### config.mk
export PLATFORM = sky130hd
export DESIGN_NAME = mux_na1_registrado_flat
export DESIGN_NICKNAME = d
export VERILOG_FILES = /design/src/rtl/mux_na1_registrado_if.sv /design/src/rtl/mux_na1_registrado.sv /design/src/flat_wrapper.sv
export SDC_FILE = /design/constraint.sdc
export NUM_CORES = 1
export LEC_CHECK = 0
export BUFFER_PORTS_ARGS = -buffer_cell sky130_fd_sc_hd__buf_2
export CORE_AREA = 2 2 95 97
export CTS_CLUSTER_DIAMETER = 40
export DETAILED_ROUTE_END_ITERATION = 8
export DIE_AREA = 0 0 97 99
export GPL_TIMING_DRIVEN = 0
export PLACE_DENSITY_LB_ADDON = 0.12
export SETUP_SLACK_MARGIN = 0.5
export SKIP_LAST_GASP = 1
export SYNTH_ARGS = -nofsm -noshare
export SYNTH_HDL_FRONTEND = slang
export SYNTH_SLANG_ARGS = --single-unit
### constraint.sdc
create_clock -name clk -period 2.3 [get_ports clk]
set_input_delay 0.23 -clock clk [delete_from_list [all_inputs] [get_ports clk]]
set_output_delay 0.23 -clock clk [all_outputs]
set_load 0.005 [all_outputs]
### src/rtl/mux_na1_registrado_if.sv
// Bus bundle for the registered N-to-1 mux: producer side (data, valids, accepts),
// consumer side (registered word, valid, ready) and the selection controls.
interface mux_na1_registrado_if #(
    parameter int ANCHO      = 32,
    parameter int N_ENTRADAS = 4
);
    localparam int SEL_W = $clog2(N_ENTRADAS);

    logic                        Modo;
    logic [SEL_W-1:0]            Control;
    logic [N_ENTRADAS*ANCHO-1:0] Entradas;
    logic [N_ENTRADAS-1:0]       Validos;
    logic [N_ENTRADAS-1:0]       Aceptado;
    logic                        Listo;
    logic [ANCHO-1:0]            Salida;
    logic                        Salida_Valida;
    logic [SEL_W-1:0]            Canal;

    modport master (
        output Modo, Control, Entradas, Validos, Listo,
        input  Aceptado, Salida, Salida_Valida, Canal
    );

    modport slave (
        input  Modo, Control, Entradas, Validos, Listo,
        output Aceptado, Salida, Salida_Valida, Canal
    );
endinterface

### src/rtl/mux_na1_registrado.sv
// Registered N-to-1 multiplexer with valid/ready output and two grant modes:
// fixed select by Control, or round-robin starting after the last granted channel.
module mux_na1_registrado #(
    parameter int ANCHO      = 32,
    parameter int N_ENTRADAS = 4
) (
    input  logic                   clk,
    input  logic                   reset,
    mux_na1_registrado_if.slave    bus
);
    localparam int SEL_W = $clog2(N_ENTRADAS);
    localparam int N_EXT = 1 << SEL_W;

    logic [ANCHO-1:0] r_salida;
    logic             r_vld;
    logic [SEL_W-1:0] r_canal;
    logic [SEL_W-1:0] r_ultimo;

    logic [N_EXT-1:0]      w_val_ext;
    logic                  w_hay_grant;
    logic [SEL_W-1:0]      w_grant;
    logic                  w_carga;
    logic [ANCHO-1:0]      w_dato;
    logic [N_ENTRADAS-1:0] w_acept;

    function automatic logic [SEL_W-1:0] rr_idx(input logic [SEL_W-1:0] u, input int k);
        return SEL_W'((int'(u) + k) % N_ENTRADAS);
    endfunction

    // Padding to a power of two makes out-of-range Control values read as "not valid".
    always_comb begin
        w_val_ext = '0;
        for (int i = 0; i < N_ENTRADAS; i++) w_val_ext[i] = bus.Validos[i];
    end

    // Round-robin scans from the far end so the nearest candidate after Ultimo wins.
    always_comb begin
        w_hay_grant = 1'b0;
        w_grant     = '0;
        if (!bus.Modo) begin
            w_hay_grant = w_val_ext[bus.Control];
            w_grant     = bus.Control;
        end else begin
            for (int k = N_ENTRADAS; k >= 1; k--) begin
                if (w_val_ext[rr_idx(r_ultimo, k)]) begin
                    w_hay_grant = 1'b1;
                    w_grant     = rr_idx(r_ultimo, k);
                end
            end
        end
    end

    assign w_carga = (!r_vld || bus.Listo) && w_hay_grant && !reset;

    always_comb begin
        w_dato  = '0;
        w_acept = '0;
        for (int i = 0; i < N_ENTRADAS; i++) begin
            if (SEL_W'(i) == w_grant) begin
                w_dato     = bus.Entradas[i*ANCHO +: ANCHO];
                w_acept[i] = w_carga;
            end
        end
    end

    // Output stage: load overrides drain, so a consumed word is replaced on the same edge.
    always_ff @(posedge clk or posedge reset) begin
        if (reset) begin
            r_salida <= '0;
            r_vld    <= 1'b0;
            r_canal  <= '0;
            r_ultimo <= SEL_W'(N_ENTRADAS - 1);
        end else if (w_carga) begin
            r_salida <= w_dato;
            r_vld    <= 1'b1;
            r_canal  <= w_grant;
            if (bus.Modo) r_ultimo <= w_grant;
        end else if (r_vld && bus.Listo) begin
            r_vld <= 1'b0;
        end
    end

    assign bus.Aceptado      = w_acept;
    assign bus.Salida        = r_salida;
    assign bus.Salida_Valida = r_vld;
    assign bus.Canal         = r_canal;
endmodule

### src/flat_wrapper.sv
// flat-port wrapper written by rule: the top's interface ports become plain ports
module mux_na1_registrado_flat 
#(
    parameter int ANCHO      = 32,
    parameter int N_ENTRADAS = 4
)
  (clk, reset, bus_Modo, bus_Control, bus_Entradas, bus_Validos, bus_Listo, bus_Aceptado, bus_Salida, bus_Salida_Valida, bus_Canal);
  mux_na1_registrado_if #(.ANCHO(ANCHO), .N_ENTRADAS(N_ENTRADAS)) bus_i ();
  input  logic clk;
  input  logic reset;
  input wire logic [$bits(bus_i.Modo)-1:0] bus_Modo;
  input wire logic [$bits(bus_i.Control)-1:0] bus_Control;
  input wire logic [$bits(bus_i.Entradas)-1:0] bus_Entradas;
  input wire logic [$bits(bus_i.Validos)-1:0] bus_Validos;
  input wire logic [$bits(bus_i.Listo)-1:0] bus_Listo;
  output wire logic [$bits(bus_i.Aceptado)-1:0] bus_Aceptado;
  output wire logic [$bits(bus_i.Salida)-1:0] bus_Salida;
  output wire logic [$bits(bus_i.Salida_Valida)-1:0] bus_Salida_Valida;
  output wire logic [$bits(bus_i.Canal)-1:0] bus_Canal;
  assign bus_i.Modo = bus_Modo;
  assign bus_i.Control = bus_Control;
  assign bus_i.Entradas = bus_Entradas;
  assign bus_i.Validos = bus_Validos;
  assign bus_i.Listo = bus_Listo;
  assign bus_Aceptado = bus_i.Aceptado;
  assign bus_Salida = bus_i.Salida;
  assign bus_Salida_Valida = bus_i.Salida_Valida;
  assign bus_Canal = bus_i.Canal;
  mux_na1_registrado #(.ANCHO(ANCHO), .N_ENTRADAS(N_ENTRADAS)) u_core (.clk(clk), .reset(reset), .bus(bus_i));
endmodule
==> results of run 1 <==
## per-stage QoR
step / total power [mW] / setup TNS, ns
floorplan: 2.05 / 0
global placement: 2.65 / -10.51
detailed placement: 2.66 / -12.34
CTS: 3.41 / -3.46
global route: 3.69 / -4.51
finish: 3.49 / -2.36
## worst paths after layout
check,startpoint,to,slack (ns),cells after the start
hold / removal,reset,u_core.bus.Salida[29]$_DFFE_PP0P_,0.06,2
min in group clk,bus_Listo,u_core.bus.Salida_Valida$_DFFE_PP0P_,0.23,3
max in group asynchronous,reset,u_core.bus.Salida_Valida$_DFFE_PP0P_,1.37,3
setup reg to reg,u_core.r_ultimo[1]$_DFFE_PP1P_,u_core.bus.Salida[17]$_DFFE_PP0P_,-0.10,8
hold reg to reg,u_core.bus.Salida[2]$_DFFE_PP0P_,u_core.bus.Salida[2]$_DFFE_PP0P_,0.48,2
setup / recovery,u_core.r_ultimo[1]$_DFFE_PP1P_,bus_Aceptado[3],-0.12,8
## sequential cells by signal, summed over array words and instances (netlist names)
name,count
u_core.bus.Salida,32
u_core.bus.Salida_Valida,1
u_core.bus.Canal,2
u_core.r_ultimo,2
## worst max-delay path: stages, from the launching register on
cell	delay, ns
dfstp_2	0.57
nor3b_2	0.05
a311o_1	0.34
buf_4	0.17
a221o_2	0.38
buf_6	0.13
nand2_4	0.07
nor3_2	0.04
buf_2	0.15
## layout make-up
type,count,area (um^2),share of cell area [%]
Clock buffer,7,86.3,1.83
Inverter,3,15.0,0.319
Sequential cell,37,928,19.7
Buffer,46,353,7.49
Clock inverter,1,30.0,0.637
Tap cell,108,135,2.87
Multi-Input combinational cell,278,2170,46.0
Timing Repair inverter,2,10.0,0.212
Timing Repair Buffer,187,987,21.0
## cell families after synthesis
family / after synthesis
compound gates: 151
simple gates: 125
buf+inv: 49
flops: 37
mux: 2
## power by group through the flow
stage	clock network (mW)	logic, mW	registers, mW
global route	0.643	2.03	1.01
detailed placement	0	1.66	0.998
finish	0.613	1.89	0.988
global placement	0	1.65	1.00
floorplan	0	1.04	1.00
CTS	0.618	1.80	0.989
## cells in the final DEF (no fill, tap or decap), types with 3 or more instances in the layout
master	n
buf_2	182
nand2_1	64
dfrtp_1	35
and2_1	34
a21oi_1	34
a222oi_1	28
o31ai_1	28
a2111oi_2	25
clkbuf_1	17
buf_4	13
clkbuf_8	9
clkbuf_2	6
buf_6	5
nor3_1	5
nand2b_1	4
a32oi_1	4
a41o_1	4
a2111oi_4	4
a2111oi_0	3
clkbuf_16	3
a211oi_2	3
nor3_2	3
## routing by layer
metal | share of wire (%) | track usage, % | wire length [um]
met5 | 0 | 0 | 0
met3 | 8.4 | 5.18 | 1080
met2 | 48 | 43.2 | 6130
met1 | 42 | 33.7 | 5370
met4 | 1.3 | 7.26 | 171
## timing repair
action / in CTS / in global routing
hold buffers: 1 / 0
buffers inserted: 8 / 1
endpoints found under the hold margin: 6 / 0
cloned: 2 / 1
pin swaps: 16 / 13
resized for setup: 25 / 14
setup endpoints to repair: 40 / 40
==> out/summary.txt, run 1 <==
status: finished with violations
failing checks: setup timing
row count: 34
area leader, netlist: dfrtp_1
top cells by count, synth: nand2_1 (66), dfrtp_1 (35), a21oi_1 (34), and2_1 (34), a2111oi_0 (32)
sequential area share after synthesis: 31.6%
Synth Area in Adders: 0%
CP Max Fanout: 3
pin count of the biggest net entering global routing: 20
simple logic cell fraction of the synthesized area: 20.4%
nets: 698
Yosys top cell area share: 29.8%
register bit total from synthesis: 37
switching share of power: 39.5%
Hold Fails Final Rpt: 0
Pins Over Slew Limit: 0
clock-pin slew on the worst setup and hold paths: 0.08 ns
top post-synthesis cells by area: dfrtp_1 (30%), a2111oi_0 (9.5%), a222oi_1 (9.5%)
RSZ-0062 raised after global routing: yes
MaxCap Viol Count: 0
CTS max path bufs: 2
GRT Overall Usage: 25.7%
Die ar.: 9600 um^2
DRT Pass-1 Iters: 6
top-count cell post-synth: nand2_1
syn nets: 502
remaining antenna violation count: 0
later-pin clock latency in the skew report: 0.30 ns
fin crit period: 2.42 ns
combinational share of power: 54.1%
placed cells: 648
Total Wirelength: 12,700 um
Post-Syn Area: 2940 um^2
placed cell areas: 4320 um^2
Die H: 99 um
initial antenna violation count: 0
Cells after Synth: 364
Place WS: -0.498 ns
critical path class: register to primary output
fin util: 55.1%
FILL cells: 855
io pins: 177
mux cell area share after synthesis: 0.682%
endpoint class of the critical path: primary output
Vias: 3,842
Congestion Overflow GR: 0
RePlAce Congestion: 0.916
Psw: 1.38 mW
Finished Cell Area: 4710 um^2
Flop pwr share: 28.3%
DIE WIDTH: 97 um
largest family of logic cells by synthesized area: compound AO/OA/AOI/OAI gates
Hold Crit Class: input port to asynchronous set/reset pin
Synth Area in Compound Gates: 40.5%
yosys warns: 0
remaining routing DRC violations: 0
share of layout cells above drive strength 1: 49.7%
vias per inst: 5.74
routed len/inst: 19.1 um
maximum vdd drop: 0.359 mV
first-pass GRT wire length: 19,500 um
area delta synth->final: 60.5%
distinct cell type count after synthesis: 38
clock group share of total power: 17.6%
async set or reset register ratio after synthesis: 100%
crit path DAT: 2.19 ns
count of final setup violators: 36
CTS H-tree depth: 2
Antenna Diode Count: 0
Primary FF master, synth: dfrtp_1
Post-DP HPWL: 9100 um
core area: 8550 um^2
Critical Path Start Type: register
Root Driver: clkbuf_8
P_int: 2.11 mW
Hold Worst Slack: 0.0558 ns
setup ws final: -0.124 ns
number of global-route vias before repair: 3,810
DRT iter0 DRCs: 252
PD cells: 740 nW/um^2
skew final: 0.00879 ns
Tcrit/Tclk final: 105%
# port buffers: 176
Initial Util: 34.3%
Peak Freq: 413 MHz
Slew @ Worst Pin: 1.01 ns
Final Non-Filler Cells: 669
slew margin rel.: 32.2%
Post-Synth XOR/XNOR Area: 0%
number of synthesized flops with an enable pin: 0
Leakage: 2.14 nW
worst endpoint required time: 2.07 ns
CTS Buf Count: 5
TritonCTS clock tree: built
CTS Sinks: 37
Mean Syn Cell Area: 8.07 um^2
(Power assumes the default switching activity.)
==> run 2: changes to the inputs <==
--- a/config.mk
+++ b/config.mk
@@ -6,10 +6,10 @@
 export NUM_CORES = 1
 export LEC_CHECK = 0
 export BUFFER_PORTS_ARGS = -buffer_cell sky130_fd_sc_hd__buf_2
-export CORE_AREA = 2 2 95 97
+export CORE_AREA = 2 2 89 91
 export CTS_CLUSTER_DIAMETER = 40
 export DETAILED_ROUTE_END_ITERATION = 8
-export DIE_AREA = 0 0 97 99
+export DIE_AREA = 0 0 91 93
 export GPL_TIMING_DRIVEN = 0
 export PLACE_DENSITY_LB_ADDON = 0.12
 export SETUP_SLACK_MARGIN = 0.5
==> out/summary.txt, run 2 (synthesis gave the netlist of run 1 again) <==
status: finished with violations
failing checks: setup timing
max FFs per register: 32
Final Non-Filler Cells: 669
Root Driver: clkbuf_8
Psw: 1.41 mW
count of final setup violators: 36
switching share of power: 40.6%
MaxCap Viol Count: 0
Flop pwr share: 28.6%
initial antenna violation count: 0
routed len/inst: 19.5 um
GRT Overall Usage: 29.8%
CTS Buf Count: 5
combinational share of power: 56.1%
Total Wirelength: 13,100 um
nets: 704
CP Max Fanout: 10
CTS Sinks: 37
Crit Reg-Reg Startpoint: u_core.r_ultimo[1]$_DFFE_PP1P_
P_int: 2.06 mW
Pins Over Slew Limit: 0
core area: 7530 um^2
CTS H-tree depth: 2
Place WS: -0.482 ns
crit path DAT: 2.64 ns
RSZ-0062 raised after global routing: yes
Die H: 93 um
DRT Pass-1 Iters: 8
Critical Path Start Type: register
io pins: 177
slew margin rel.: 33.6%
Tcrit/Tclk final: 107%
DRT iter0 DRCs: 258
setup ws final: -0.160 ns
Hold Fails Final Rpt: 0
Initial Util: 39.0%
fin crit period: 2.46 ns
worst endpoint required time: 2.47 ns
Slew @ Worst Pin: 0.991 ns
Die ar.: 8460 um^2
pin count of the biggest net entering global routing: 20
clock-pin slew on the worst setup and hold paths: 0.08 ns
PD cells: 729 nW/um^2
# port buffers: 176
setup_tns: -2.63 ns
critical path class: register to register
commonest non-fill, non-tap cell in the layout: buf_2
share of layout cells above drive strength 1: 50.8%
row count: 32
later-pin clock latency in the skew report: 0.30 ns
TritonCTS clock tree: built
placed cells: 642
Vias: 4,063
remaining antenna violation count: 0
CTS max path bufs: 2
overall power: 3.47 mW
Reg2Reg Setup Slack: -0.16 ns
Congestion Overflow GR: 0
skew final: 0.00295 ns
DIE WIDTH: 91 um
most frequent cells in the layout: buf_2 (180), nand2_1 (64), dfrtp_1 (35)
Leakage: 2.19 nW
number of global-route vias before repair: 4,036
Post-DP HPWL: 9010 um
Antenna Diode Count: 0
endpoint class of the critical path: register
area delta synth->final: 62.0%
Peak Freq: 406 MHz
first-pass GRT wire length: 20,000 um
vias per inst: 6.07
CP Launch Point: u_core.r_ultimo[1]$_DFFE_PP1P_
Hold Crit Class: input port to asynchronous set/reset pin
RePlAce Congestion: 0.900
maximum vdd drop: 0.306 mV
remaining routing DRC violations: 0
clock group share of total power: 15.3%
-- run 2: critical path, cell delays in order, from the launching register on --
cell	delay, ns
dfstp_2	0.39
nand2b_4	0.15
a311o_1	0.41
buf_4	0.16
a221o_2	0.39
buf_6	0.17
buf_6	0.15
a222oi_1	0.40
o31ai_1	0.12
-- run 2: layer usage --
layer,vias to the layer above,global-route usage (%),part of all wire [%],routed length (um)
met3,30,4.51,8.7,1130
li1,1846,-,-,-
met1,1942,39.0,41,5390
met4,0,9.34,2.6,336
met2,245,50.8,47,6200
met5,-,0,0,0
-- run 2: per-stage QoR --
stage / hold WS [ns] / util, % / instance area, um^2
after floorplan: 0.196 / - / 3310
after global placement: 0.452 / 57.3 / 4310
after detailed placement: 0.447 / 57.3 / 4310
after CTS: 0.0574 / 61.9 / 4660
after global routing: 0.0693 / 63.2 / 4760
final: 0.0402 / 63.2 / 4760
-- run 2: layout make-up --
| cell class | count | area, um^2 |
|---|---|---|
| timing repair buffer | 193 | 1050 |
| sequential | 37 | 928 |
| clock inverter | 1 | 5.00 |
| inverter | 3 | 15.0 |
| timing repair inverter | 2 | 10.0 |
| clock buffer | 7 | 96.3 |
| tap | 102 | 128 |
| fill | 715 | 2770 |
| buffer | 46 | 357 |
| multi-input combinational | 278 | 2170 |
-- run 2: power groups by stage --
stage | Sequential [mW] | Clock (mW) | Combinational, mW
after global routing | 1.01 | 0.561 | 2.09
after CTS | 0.987 | 0.529 | 1.86
after detailed placement | 0.998 | 0 | 1.67
after floorplan | 1.00 | 0 | 1.04
after global placement | 0.996 | 0 | 1.64
final | 0.993 | 0.531 | 1.95
-- run 2: repair_timing --
action | 4_1_cts | 5_1_grt
cloned | 3 | 0
setup endpoints to repair | 40 | 40
resized for setup | 27 | 18
endpoints found under the hold margin | 6 | 0
setup buffers | 11 | 4
pin swaps | 16 | 21
hold buffers | 1 | 0
-- run 2: final timing paths --
check,depth (start not counted),to
worst max-delay path,8,u_core.bus.Salida[23]$_DFFE_PP0P_
worst min-delay path,2,u_core.bus.Salida[29]$_DFFE_PP0P_
worst max register to register,8,u_core.bus.Salida[23]$_DFFE_PP0P_
worst min register to register,2,u_core.bus.Salida[13]$_DFFE_PP0P_
max in group asynchronous,3,u_core.bus.Salida[6]$_DFFE_PP0P_
min in group clk,3,u_core.bus.Salida_Valida$_DFFE_PP0P_
==> run 3: changes to the inputs <==
--- a/config.mk
+++ b/config.mk
@@ -5,11 +5,12 @@
 export SDC_FILE = /design/constraint.sdc
 export NUM_CORES = 1
 export LEC_CHECK = 0
+export ABC_AREA = 1
 export BUFFER_PORTS_ARGS = -buffer_cell sky130_fd_sc_hd__buf_2
-export CORE_AREA = 2 2 89 91
+export CORE_AREA = 2 2 125 66
 export CTS_CLUSTER_DIAMETER = 40
 export DETAILED_ROUTE_END_ITERATION = 8
-export DIE_AREA = 0 0 91 93
+export DIE_AREA = 0 0 127 68
 export GPL_TIMING_DRIVEN = 0
 export PLACE_DENSITY_LB_ADDON = 0.12
 export SETUP_SLACK_MARGIN = 0.5
==> out/summary.txt, run 3 <==
status: finished with violations
failing checks: setup timing
Initial Util: 38.7%
core area: 7650 um^2
Root Driver: clkbuf_16
CTS Sinks: 37
Cells after Synth: 478
later-pin clock latency in the skew report: 0.29 ns
remaining antenna violation count: 0
Congestion Overflow GR: 0
Crit Reg-Reg Startpoint: u_core.r_ultimo[0]$_DFFE_PP1P_
GRT Overall Usage: 29.6%
worst reg2reg endpoint: u_core.bus.Salida[0]$_DFFE_PP0P_
clock-pin slew on the worst setup and hold paths: 0.06 ns
Tcrit/Tclk final: 107%
RePlAce Congestion: 0.931
remaining routing DRC violations: 0
routed len/inst: 16.6 um
Slew @ Worst Pin: 0.932 ns
Mean Syn Cell Area: 6.19 um^2
Peak Freq: 407 MHz
number of synthesized flops with an enable pin: 0
top cells by count, synth: nand2_1 (155), nor2_1 (68), nand3_1 (66), dfrtp_1 (35), inv_1 (28)
Die ar.: 8640 um^2
most frequent cells in the layout: buf_2 (185), nand2_1 (143), nand3_1 (62)
Vias: 4,068
Hold Fails Final Rpt: 0
skew final: 0.00254 ns
setup ws final: -0.159 ns
# port buffers: 176
kind of cell adding the most delay to the critical path: simple AND/OR/NAND/NOR gates
syn nets: 616
placed cells: 754
DIE WIDTH: 127 um
CTS H-tree depth: 2
critical path's largest stage delay: 0.60 ns
async set or reset register ratio after synthesis: 100%
max FFs per register: 32
Yosys top cell area share: 29.6%
DRT Pass-1 Iters: 5
WP depth: 12
RSZ-0062 raised after global routing: yes
setup_tns: -1.07 ns
Antenna Diode Count: 0
area leader, netlist: dfrtp_1
register bit total from synthesis: 37
Finished Cell Area: 4730 um^2
DRT iter0 DRCs: 424
Final Non-Filler Cells: 789
total area of sequential cells: 928 um^2
CP max stage cell: dfstp_2
CP Max Fanout: 6
nets: 826
fin util: 61.9%
sequential area share after synthesis: 31.4%
Pins Over Slew Limit: 0
placed cell areas: 4040 um^2
io pins: 177
critical path class: register to primary output
Post-Syn Area: 2960 um^2
row count: 23
area of the multi-input gates: 1880 um^2
distinct cell type count after synthesis: 24
count of final setup violators: 24
top-count cell post-synth: nand2_1
share of layout cells above drive strength 1: 44.1%
first-pass GRT wire length: 19,200 um
top post-synthesis cells by area: dfrtp_1 (30%), nand2_1 (20%), nand3_1 (11%)
slew margin rel.: 37.5%
fin crit period: 2.46 ns
MaxCap Viol Count: 0
CP Buf/Inv Count: 5
vias per inst: 5.16
cells on worst reg2reg path: 15
commonest non-fill, non-tap cell in the layout: buf_2
FILL cells: 741
Primary FF master, synth: dfrtp_1
number of global-route vias before repair: 3,580
TritonCTS clock tree: built
area delta synth->final: 60.0%
crit-path cells: buf_6 -> nand2_2 -> nand2_4 -> nand2_4 -> buf_6 -> nand3_2 -> nor3_2 -> nor3_2 -> inv_2 -> buf_8 -> nor3_4 -> buf_2
pin count of the biggest net entering global routing: 20
overall power: 6.09 mW
Reg2Reg Setup Slack: -0.07 ns
crit path DAT: 2.23 ns
CTS Buf Count: 5
Post-DP HPWL: 9430 um
Total Wirelength: 13,100 um
CTS max path bufs: 2
yosys warns: 0
endpoint class of the critical path: primary output
worst endpoint required time: 2.07 ns
Die H: 68 um
initial antenna violation count: 0
Leakage: 2.69 nW
Critical Path Start Type: register
Hold Crit Class: input port to asynchronous set/reset pin
maximum vdd drop: 0.610 mV
PD cells: 1290 nW/um^2
[run 3: routing by layer]
metal / part of all wire (%) / global-route usage [%] / routed length (um)
met5: 0 / 0 / 0
met4: 0.63 / 6.73 / 82
met3: 12 / 8.91 / 1590
met2: 40 / 43.3 / 5300
met1: 47 / 43.0 / 6130
[run 3: worst register-to-register path, cell delays in order, from the launching register on]
cell,delay [ns]
dfstp_2,0.60
buf_6,0.14
nand2_2,0.06
nand2_4,0.10
nand2_4,0.08
a21oi_2,0.14
nand2_2,0.10
a21oi_4,0.19
nand3_4,0.12
buf_6,0.14
buf_6,0.13
buf_12,0.15
nor2_1,0.11
nor2_1,0.06
o21ai_1,0.08
nand2_1,0.06
[run 3: metrics by stage]
stage          setup WS, ns  hold WS [ns]
3_5_place_dp         -0.379         0.441
5_1_grt              -0.243        0.0285
2_1_floorplan         0.395         0.192
6_report             -0.159       0.00175
3_3_place_gp         -0.348         0.430
4_1_cts              -0.110        0.0125
[run 3: how the worst max path moves through the flow]
stage / slack [ns] / endpoint / start
4_1_cts: -0.11 / bus_Aceptado[1] / u_core.r_ultimo[0]$_DFFE_PP1P_
5_1_grt: -0.24 / bus_Aceptado[2] / u_core.r_ultimo[0]$_DFFE_PP1P_
6_report: -0.16 / bus_Aceptado[2] / u_core.r_ultimo[0]$_DFFE_PP1P_
3_3_place_gp: -0.35 / u_core.bus.Salida[18]$_DFFE_PP0P_ / reset
2_1_floorplan: 0.39 / u_core.bus.Salida[1]$_DFFE_PP0P_ / u_core.r_ultimo[0]$_DFFE_PP1P_
3_5_place_dp: -0.38 / u_core.bus.Salida[1]$_DFFE_PP0P_ / reset
[run 3: logic make-up after synthesis]
logic type	after synthesis	synth area share, %
and+or+nand+nor	324	47.7
buffers and inverters	67	11.7
DFF	37	31.4
AOI/OAI and AO/OA	50	9.18
[run 3: cell type report]
| cell class | instances | area share, % |
|---|---|---|
| clock inverters | 3 | 1.37 |
| flip-flops and latches | 37 | 19.6 |
| repair inverters | 1 | 0.106 |
| multi-input cells | 374 | 39.8 |
| well taps | 100 | 2.64 |
| inverters | 35 | 3.07 |
| repair buffers | 202 | 24.4 |
| clock buffers | 5 | 2.64 |
| plain buffers | 32 | 6.42 |
[run 3: where the power goes]
group	internal [mW]	leakage (nW)	total (mW)	switching, mW
clock network	0.620	0.0938	0.909	0.289
logic	1.71	2.14	4.02	2.31
registers	0.970	0.453	1.16	0.192
[run 3: timing repair]
| item | in CTS | in global routing |
|---|---|---|
| gates cloned | 3 | 1 |
| setup buffers | 18 | 5 |
| gates resized for setup | 34 | 48 |
| pin swaps | 17 | 7 |
| hold buffers | 0 | 0 |
| setup endpoints to repair | 41 | 41 |
